--- config.mk ---
export PLATFORM = sky130hd
export DESIGN_NAME = uart_rx_frame_ctrl
export DESIGN_NICKNAME = d
export VERILOG_FILES = /design/src/rtl/uart_rx_frame_ctrl.sv
export SDC_FILE = /design/constraint.sdc
export NUM_CORES = 1
export LEC_CHECK = 0
export CORE_UTILIZATION = 51
export DETAILED_ROUTE_END_ITERATION = 10
export MAX_ROUTING_LAYER = met4
export PLACE_DENSITY_LB_ADDON = 0.12
export SLEW_MARGIN = 20
export SYNTH_ARGS = -nofsm -noshare
export SYNTH_HDL_FRONTEND = slang
export SYNTH_SLANG_ARGS = --single-unit
--- constraint.sdc ---
create_clock -name clk -period 1.8 [get_ports clk]
set_input_delay 0.36 -clock clk [delete_from_list [all_inputs] [get_ports clk]]
set_output_delay 0.36 -clock clk [all_outputs]
set_load 0.03 [all_outputs]
--- src/rtl/uart_rx_frame_ctrl.sv ---
// uart_rx_frame_ctrl: collects NUM_OPS little-endian operands plus a command byte.
// Optional inter-byte timeout with frame_err is built when UART_RX_FRAME_TIMEOUT_EN is defined.
module uart_rx_frame_ctrl #(
  parameter int OP_BYTES     = 2,
  parameter int NUM_OPS      = 2,
  parameter int BYTE_TIMEOUT = 1000000
) (
  input  logic                                clk,
  input  logic                                reset,
  input  logic                                rx_ready,
  input  logic [7:0]                          rx_data,
  input  logic                                tx_done,
  output logic [NUM_OPS*OP_BYTES*8-1:0]       operands_o,
  output logic [7:0]                          cmd_o,
  output logic [$clog2(NUM_OPS+1)-1:0]        op_idx_o,
  output logic                                frame_valid,
  output logic                                trigger_tx,
  output logic                                busy,
  output logic                                overrun,
  output logic                                frame_err
);

  localparam int FW = NUM_OPS * OP_BYTES * 8;
  localparam int IW = $clog2(NUM_OPS + 1);
  localparam int BW = (OP_BYTES > 1) ? $clog2(OP_BYTES) : 1;

  typedef enum logic [2:0] {
    COLLECT,
    CMD,
    EXEC,
    TRIG,
    WAIT_TX
  } state_t;

  state_t          state;
  logic [BW-1:0]   byte_idx;
  logic [IW-1:0]   op_idx;
  logic [FW-1:0]   staging;
  logic            last_byte;
  logic            last_op;

  assign last_byte = (byte_idx == BW'(OP_BYTES - 1));
  assign last_op   = (op_idx == IW'(NUM_OPS - 1));
  assign op_idx_o  = op_idx;

`ifdef UART_RX_FRAME_TIMEOUT_EN
  localparam int TW = $clog2(BYTE_TIMEOUT + 1);

  logic [TW-1:0] tcnt;
  logic          partial;
  logic          accept;

  assign partial = ((state == COLLECT) &&
                    ((byte_idx != '0) || (op_idx != '0))) ||
                   (state == CMD);
  assign accept  = rx_ready && ((state == COLLECT) || (state == CMD));
`else
  assign frame_err = 1'b0;
`endif

  // Frame FSM: byte staging, commit, pulses, busy and timeout abort
  always_ff @(posedge clk or negedge reset) begin
    if (!reset) begin
      state       <= COLLECT;
      byte_idx    <= '0;
      op_idx      <= '0;
      staging     <= '0;
      operands_o  <= '0;
      cmd_o       <= '0;
      frame_valid <= 1'b0;
      trigger_tx  <= 1'b0;
      busy        <= 1'b0;
      overrun     <= 1'b0;
`ifdef UART_RX_FRAME_TIMEOUT_EN
      frame_err   <= 1'b0;
      tcnt        <= '0;
`endif
    end else begin
      frame_valid <= 1'b0;
      trigger_tx  <= 1'b0;
      overrun     <= rx_ready && busy;
`ifdef UART_RX_FRAME_TIMEOUT_EN
      frame_err   <= 1'b0;
`endif
      unique case (state)
        COLLECT: begin
          if (rx_ready) begin
            // bytes enter at the top; after a full frame byte 0 sits at the LSB
            staging <= FW'({rx_data, staging} >> 8);
            if (last_byte) begin
              byte_idx <= '0;
              op_idx   <= op_idx + IW'(1);
              if (last_op) state <= CMD;
            end else begin
              byte_idx <= byte_idx + BW'(1);
            end
          end
        end
        CMD: begin
          if (rx_ready) begin
            operands_o  <= staging;
            cmd_o       <= rx_data;
            busy        <= 1'b1;
            frame_valid <= 1'b1;
            state       <= EXEC;
          end
        end
        EXEC: begin
          trigger_tx <= 1'b1;
          state      <= TRIG;
        end
        TRIG: begin
          state <= WAIT_TX;
        end
        WAIT_TX: begin
          if (tx_done) begin
            busy     <= 1'b0;
            byte_idx <= '0;
            op_idx   <= '0;
            state    <= COLLECT;
          end
        end
        default: begin
          state <= COLLECT;
        end
      endcase
`ifdef UART_RX_FRAME_TIMEOUT_EN
      if (accept) begin
        tcnt <= '0;
      end else if (partial) begin
        if (tcnt == TW'(BYTE_TIMEOUT - 1)) begin
          tcnt      <= '0;
          frame_err <= 1'b1;
          byte_idx  <= '0;
          op_idx    <= '0;
          state     <= COLLECT;
        end else begin
          tcnt <= tcnt + TW'(1);
        end
      end
`endif
    end
  end

endmodule

-- Yosys cells after proc, flatten, opt, wreduce, memory -nomap -nowiden
Index checks and enable logic that the tools add are counted.
- flip-flop bits (word level): 82
- input bits: 12
- word-level logic and storage cells: 51
- add/sub/neg operators: 2
- equality and inequality tests: 10
- muxes and demuxes: 19
- reductions and logical operators: 10
- operators by type and width (operator ; number):
    3-bit two-way mux ; 5
    3-bit case mux with 5 select lines ; 1
    2-bit inequality test (second input constant) ; 5
    1-bit two-way mux ; 7
    3-bit by 2-bit == test with 1-bit output (second input constant) ; 2
    2-bit two-way mux ; 3
    3-bit AND reduction ; 2
    5-bit AND reduction ; 1
    1-bit case mux with 2 select lines ; 2
    2-bit case mux with 2 select lines ; 1
    2-bit AND reduction ; 2
    4-bit AND reduction ; 1
    2-bit nonzero test ; 2
    3-bit by 1-bit == test with 1-bit output (second input constant) ; 1
    3-bit == test (second input constant) ; 1
    3-bit zero test ; 1
    2-bit by 1-bit adder with 2-bit output (second input constant) ; 1
    2-bit by 1-bit == test with 1-bit output (second input constant) ; 1
    1-bit adder (second input constant) ; 1
    1-bit logical AND ; 1

-- Longest topological paths before layout
Gate-level depths: netlist of run 1.
- depth after elaboration: 5
- mapped depth: 6
- depth with buffers taken out: 4

-- Least setup slack after synthesis of run 1
No wires, ideal clock.
- path kind: register -> register
- start: register state[2]
- end: register staging[10]
- setup time: 0.125 ns
- arrival time: 1.416 ns
- required time: 1.675 ns
- path slack: 0.259 ns
- stages on the path, launching flop included: 5
- path buffers: 2
- period minus slack after synthesis: 1.541 ns
- cells stage by stage: dfrtp_1 buf_6 nor4b_4 buf_6 mux2_4
- word-level cells in the longest chain between the ends: 2
- ends and longest elaborated chain (what ; line ; source):
    start, declared ; 35 ; state_t state;
    start signal, assigned ; 64 ; state <= COLLECT;
    start signal, assigned ; 93 ; if (last_op) state <= CMD;
    start signal, assigned ; 105 ; state <= EXEC;
    3-bit zero test ; 85 ; unique case (state)
    2-bit AND reduction (no source line) ; - ;
    end signal, assigned ; 89 ; staging <= FW'({rx_data, staging} >> 8);
    end, declared ; 38 ; logic [FW-1:0] staging;
No other way between the ends.
A chain may end at the register's enable or synchronous reset.

-- Worst setup path in the final report of run 1
- start: register operands_o[20]
- end: output operands_o[20]
- RTL lines (what ; line ; source):
    start, declared ; 13 ; output logic [NUM_OPS*OP_BYTES*8-1:0] operands_o,
    start signal, assigned ; 101 ; operands_o <= staging;
No word-level cell between the ends.

==> run_results.csv, run 1 <==
group,metric,value,unit
timing,finalHoldViolCount,0,
critical_path,cp_max_fo,2,
detailed_routing,drc,2,
critical_path,cpLargestDelayFamily,"buffers and inverters",
grt,antenna_found_initial,0,
clock_tree,cts.sinks,82,
die,initial_core_util,52.5,%
cells_and_area,antenna_cells,0,
run_status,status,"finished, violations left",
cells_and_area,area_growth,28.1,%
critical_path,crit_chain,"clkdlybuf4s50_1",
synthesis,synth_edf_count,0,
critical_path,rr_startpoint,"state[2]$_DFFE_PN0P_",
die,fp.dieH,82.6,µm
critical_path,r2r-end,"staging[17]$_DFFE_PN0P_",
synthesis,synth_nets,209,
critical_path,cp.arrival,1390,ps
synthesis,yosysTopAreaCell,"dfrtp_1",
timing,setup_viol,0,
cells_and_area,nets,276,
detailed_routing,dr.pass1.iters,6,
die,rows,29,
place,placed_cells,328,
clock_tree,clock_latency,350,ps
place,dp_slack,-144,ps
clock_tree,h-tree-depth,3,
grt,grt_pass1_vias,1725,
die,dieArea,6830,µm²
pwr,irDropWorstVdd,1.12,mV
critical_path,slowest_delay,680,ps
critical_path,crit_type,"register to output port",
critical_path,crit_path_top_delay_cell,"clkdlybuf4s50_1",
grt,grt_usage,18.3,%
detailed_routing,vias_per_cell,5.11,
pwr,power.static_leakage,1.98,nW
critical_path,rrSetupSlack,130,ps
synthesis,syn-cell-area,3320,µm²
critical_path,cp_num_buf_inv,1,
critical_path,worst_setup_path_end_kind,"output port",
synthesis,ys.flop_type,"dfrtp_1",
synthesis,syn_inst,196,
die,die_width,82.6,µm
die,ios,59,
clock_tree,clk_pin_slew,80,ps
cells_and_area,stdcell_count,345,
detailed_routing,ant_nets,0,
worst_hold_path,hp-class,"input port to asynchronous set/reset pin",
timing,finalMaxSlewViolations,0,
critical_path,worst_setup_path_start_kind,"register",
timing,rsz0062_at_grt,"false",
grt,grt_max_degree,38,
critical_path,crit_required,1440,ps
synthesis,ys_seq_area_share,61.9,%
grt,overflow,0,
detailed_routing,wl_per_cell,15.1,µm
place,dp_hpwl,3480,µm
grt,grt_pass1_wl,8560,µm
critical_path,reg2reg_depth,3,
timing,clock.fmax,0.570,GHz
clock_tree,cts_setup_buffers,0,
detailed_routing,wirelength,5200,µm
clock_tree,cts_buffers,9,
pwr,power_density,2090,nW/µm²
timing,skew,5.95,ps
timing,finalCritPeriodShare,97.4,%
place,routabilityCongestion,0.774,
detailed_routing,drt_iter0_drc,58,
synthesis,synth_area_leaders,"dfrtp_1 (62%), mux2_4 (14%), mux2_2 (9.2%)",
clock_tree,cts-root-buf,"clkbuf_8",
synthesis,ys_types,29,
detailed_routing,via_count,1762,
place,io_buffer_count,57,
synthesis,avgSynthCellArea,16.9,µm²
clock_tree,cts_tree,"yes",
flow_run,max_cap_viol_count,0,
run_status,violations,"DRC",
synthesis,async_flop_share,100,%
die,core_area,6310,µm²
timing,finalWorstSetupSlack,47.1,ps
synthesis,yosys.area.top_type_share,61.9,%
synthesis,synth_seq_cells,82,
clock_tree,clockBufferDepth,2,
synthesis,synth_warnings,0,
timing,post-route-min-period,1750,ps
cells_and_area,final_layout_size_suffix_gt1_share,32.5,%
-- what timing repair did --
action | CTS | global route
hold buffers | 1 | 0
gates resized for setup | 1 | 12
endpoints found under the setup margin | 1 | 12
endpoints found under the hold margin | 28 | 0
-- through the flow --
stage	area (µm²)	util [%]	total power, mW	hold slack, ps	setup TNS, ps
2_1_floorplan	3320	-	6.08	64.4	0
3_3_place_gp	3980	63.1	7.42	306	-4270
3_5_place_dp	3980	63.1	7.51	306	-3190
4_1_cts	4220	66.8	9.01	464	0
5_1_grt	4250	67.3	9.42	488	0
6_report	4250	67.3	8.88	464	0
-- layout make-up --
class	count	area [µm²]
Fill cell	455	2060
Sequential cell	82	2050
Multi-Input combinational cell	101	1140
Timing Repair Buffer	68	732
Clock buffer	10	138
Tap cell	77	96.3
Clock inverter	6	88.8
Inverter	1	3.75
-- power breakdown --
group | internal [mW] | switching (mW)
Combinational | 2.15 | 1.88
Clock | 0.821 | 0.657
Sequential | 2.78 | 0.600
-- flip-flops by register name (all words and copies together) (netlist names) --
signal / cells
operands_o: 32
staging: 32
overrun: 1
byte_idx: 1
trigger_tx: 1
state: 3
frame_valid: 1
op_idx_o: 2
busy: 1
cmd_o: 8
-- layer usage --
metal  routed length, µm  share of wire (%)  global-route usage [%]  vias up
met5                   0                  0                       -        -
met4                 108                2.1                    10.9        0
met3                 232                4.5                    5.05       11
met2                2100                 40                    22.6       47
met1                2760                 53                    26.2      869
li1                    -                  -                       -      835
-- Yosys cell counts (2+ instances only) --
cell type  instances
mux2_4            30
mux2_1            15
buf_6             10
nor2b_1            3
mux2i_1            2
nor2_1             2
nand3b_1           2
nand2_1            2
mux2_2            27
dfrtp_1           82
o31ai_1            3
-- worst max-delay path by stage --
stage	start	to	cells past startpoint
after global routing	operands_o[22]$_DFFE_PN0P_	operands_o[22]	1
after detailed placement	rx_ready	staging[17]$_DFFE_PN0P_	4
final	operands_o[20]$_DFFE_PN0P_	operands_o[20]	1
after floorplan	state[2]$_DFFE_PN0P_	staging[10]$_DFFE_PN0P_	4
after CTS	operands_o[20]$_DFFE_PN0P_	operands_o[20]	1
after global placement	rx_ready	staging[31]$_DFFE_PN0P_	4
-- placed cells by master, fill, tap and decap left out, drive strengths merged, types with 2 or more instances in the layout --
| cell type | count |
|---|---|
| nor2 | 2 |
| clkdlybuf4s50 | 43 |
| inv | 2 |
| bufinv | 2 |
| buf | 11 |
| nor2b | 3 |
| o31ai | 3 |
| nand3b | 2 |
| dlymetal6s2s | 12 |
| nand2 | 2 |
| mux2i | 2 |
| mux2 | 72 |
| clkinvlp | 2 |
| clkbuf | 10 |
| dfrtp | 82 |
-- cells by family (layout without fill, tap and decap cells) --
| family | after synthesis | in the layout | share of synthesized area (%) |
|---|---|---|---|
| DFF | 82 | 82 | 61.9 |
| buffers and inverters | 13 | 85 | 3.85 |
| adders and majority gates | 1 | 1 | 0.377 |
| AOI/OAI and AO/OA | 8 | 8 | 1.77 |
| muxes | 74 | 74 | 28.4 |
| other | 1 | 1 | 0.113 |
| and+or+nand+nor | 17 | 17 | 3.58 |
Power figures use the tool's default switching activity.
==> run 2, diff against run 1 <==
==> constraint.sdc (replaced) <==
create_clock -name clk -period 1.82 [get_ports clk]
set_input_delay 0.364 -clock clk [delete_from_list [all_inputs] [get_ports clk]]
set_output_delay 0.364 -clock clk [all_outputs]
set_load 0.03 [all_outputs]
==> run 2 against run 1 <==
Compared with the run above:
- the run now ends clean
- sequential cell count stayed put
- clock-buffer cell count is 1 higher
- via count is 1.4% lower
- cell count is 1.2% lower
- largest power group unchanged
==> run_results.csv, run 2 (synthesis results as in run 1) <==
group,metric,value,unit
cells_and_area,nets,274,
cells_and_area,area_growth,26.3,%
detailed_routing,wirelength,5040,µm
pwr,power.static_leakage,1.86,nW
critical_path,crit_type,"register to output port",
critical_path,worst_setup_path_start_kind,"register",
timing,finalHoldViolCount,0,
grt,overflow,0,
detailed_routing,via_count,1738,
pwr,pwr-share-comb,45.9,%
grt,antenna_found_initial,0,
flow_run,max_cap_viol_count,0,
clock_tree,clock_latency,330,ps
pwr,irDropWorstVdd,1.17,mV
clock_tree,cts.sinks,82,
detailed_routing,wl_per_cell,14.8,µm
die,fp.dieH,82.6,µm
detailed_routing,ant_nets,0,
critical_path,worst_setup_path_end_kind,"output port",
run_status,status,"finished, final reports clean",
critical_path,cp_num_buf_inv,1,
critical_path,cp_max_fo,2,
die,rows,29,
pwr,sw_frac_of_total,35.2,%
clock_tree,cts_setup_buffers,0,
grt,grt_pass1_vias,1651,
worst_hold_path,hp-class,"register to register",
place,dp_hpwl,3380,µm
cells_and_area,antenna_cells,0,
clock_tree,clk_pin_slew,70,ps
timing,skew,5.12,ps
detailed_routing,drc,0,
timing,clock.fmax,0.574,GHz
pwr,power_density,2060,nW/µm²
clock_tree,clockBufferDepth,2,
detailed_routing,vias_per_cell,5.10,
die,dieArea,6830,µm²
pwr,seqPwrFrac,39.3,%
critical_path,slowest_delay,690,ps
place,routabilityCongestion,0.804,
cells_and_area,final_layout_size_suffix_gt1_share,31.4,%
die,die_width,82.6,µm
critical_path,cpLargestDelayFamily,"buffers and inverters",
cells_and_area,final_cell_mix,"dfrtp_1 (82), clkdlybuf4s50_1 (54), mux2_4 (30), mux2_2 (27), mux2_1 (15)",
clock_tree,cts_tree,"yes",
clock_tree,h-tree-depth,3,
critical_path,cp.arrival,1380,ps
grt,grt_usage,17.0,%
detailed_routing,drt_iter0_drc,47,
grt,grt_max_degree,39,
timing,post-route-min-period,1740,ps
grt,grt_pass1_wl,8200,µm
critical_path,crit_path_top_delay_cell,"clkdlybuf4s50_1",
clock_tree,cts_buffers,9,
cells_and_area,layout_commonest_cell,"dfrtp_1",
timing,setup_viol,0,
timing,finalCritPeriodShare,95.7,%
cells_and_area,top_regs,"operands_o: 32 flops, staging: 32 flops, cmd_o: 8 flops",
place,placed_cell_area,3980,µm²
cells_and_area,finalInstanceArea,4190,µm²
pwr,intPower,5.58,mW
pwr,p_sw,3.03,mW
critical_path,crit_chain,"clkdlybuf4s50_1",
pwr,power.total,8.61,mW
timing,finalWorstSetupSlack,79.1,ps
die,core_area,6310,µm²
critical_path,crit_required,1460,ps
place,io_buffer_count,57,
clock_tree,cts-root-buf,"clkbuf_8",
cells_and_area,fill_cells,473,
timing,finalMaxSlewViolations,0,
pwr,p_clk_share,14.8,%
die,ios,59,
die,initial_core_util,52.5,%
place,dp_slack,-133,ps
detailed_routing,dr.pass1.iters,4,
timing,rsz0062_at_grt,"false",
## run 2: layer usage
| metal | vias to the layer above | GRT usage, % | part of all wire, % |
|---|---|---|---|
| li1 | 831 | - | - |
| met1 | 855 | 25.8 | 53 |
| met2 | 48 | 20.8 | 41 |
| met3 | 4 | 5.27 | 4.8 |
| met4 | 0 | 6.72 | 0.99 |
| met5 | - | - | 0 |
## run 2: timing repair
item	CTS	global route
resized for setup	0	2
hold endpoints to repair	30	0
setup endpoints to repair	0	2
hold buffers	1	0
## run 2: power by group through the flow
stage          sequential [mW]  combinational [mW]  clock [mW]
4_1_cts                   3.40                4.00        1.32
3_3_place_gp              3.40                3.93           0
5_1_grt                   3.53                4.21        1.40
3_5_place_dp              3.43                3.99           0
6_report                  3.39                3.95        1.28
2_1_floorplan             4.23                1.78           0
## run 2: path summary, 6_finish.rpt
path                                             from                         end  slack (ps)  depth (start not counted)
min                        operands_o[11]$_DFFE_PN0P_  operands_o[11]$_DFFE_PN0P_         490                          1
max reg2reg                      state[0]$_DFFE_PN0P_  operands_o[27]$_DFFE_PN0P_         190                          3
min reg2reg                operands_o[11]$_DFFE_PN0P_  operands_o[11]$_DFFE_PN0P_         490                          1
min in group asynchronous                       reset       frame_valid$_DFF_PN0_         500                          2
max in group asynchronous                       reset     staging[23]$_DFFE_PN0P_         770                          3
max                        operands_o[17]$_DFFE_PN0P_              operands_o[17]          80                          1
## run 2: through the flow
stage                     utilization, %  hold slack [ps]  TNS (ps)  std cells
after floorplan                        -             68.4         0        196
after global placement              63.1              327     -4020        326
after detailed placement            63.1              329     -4750        326
after CTS                           66.3              492         0        341
after global routing                66.3              515         0        341
final                               66.3              485         0        341
## run 2: final cells by class
| type | instances | area [µm²] | share of cell area, % |
|---|---|---|---|
| flip-flops and latches | 82 | 2050 | 49.0 |
| multi-input cells | 101 | 1140 | 27.2 |
| repair buffers | 66 | 706 | 16.9 |
| clock buffers | 11 | 151 | 3.62 |
| well taps | 77 | 96.3 | 2.30 |
| clock inverters | 3 | 40.0 | 0.956 |
| inverters | 1 | 3.75 | 0.0896 |
==> run 3, diff against run 2 <==
--- a/config.mk
+++ b/config.mk
@@ -7,6 +7,7 @@
 export LEC_CHECK = 0
 export CORE_UTILIZATION = 51
 export DETAILED_ROUTE_END_ITERATION = 10
+export GPL_ROUTABILITY_DRIVEN = 0
 export MAX_ROUTING_LAYER = met4
 export PLACE_DENSITY_LB_ADDON = 0.12
 export SLEW_MARGIN = 20
==> results of run 3 <==
No change in the layout: final DEF, timing and power equal those of run 2.
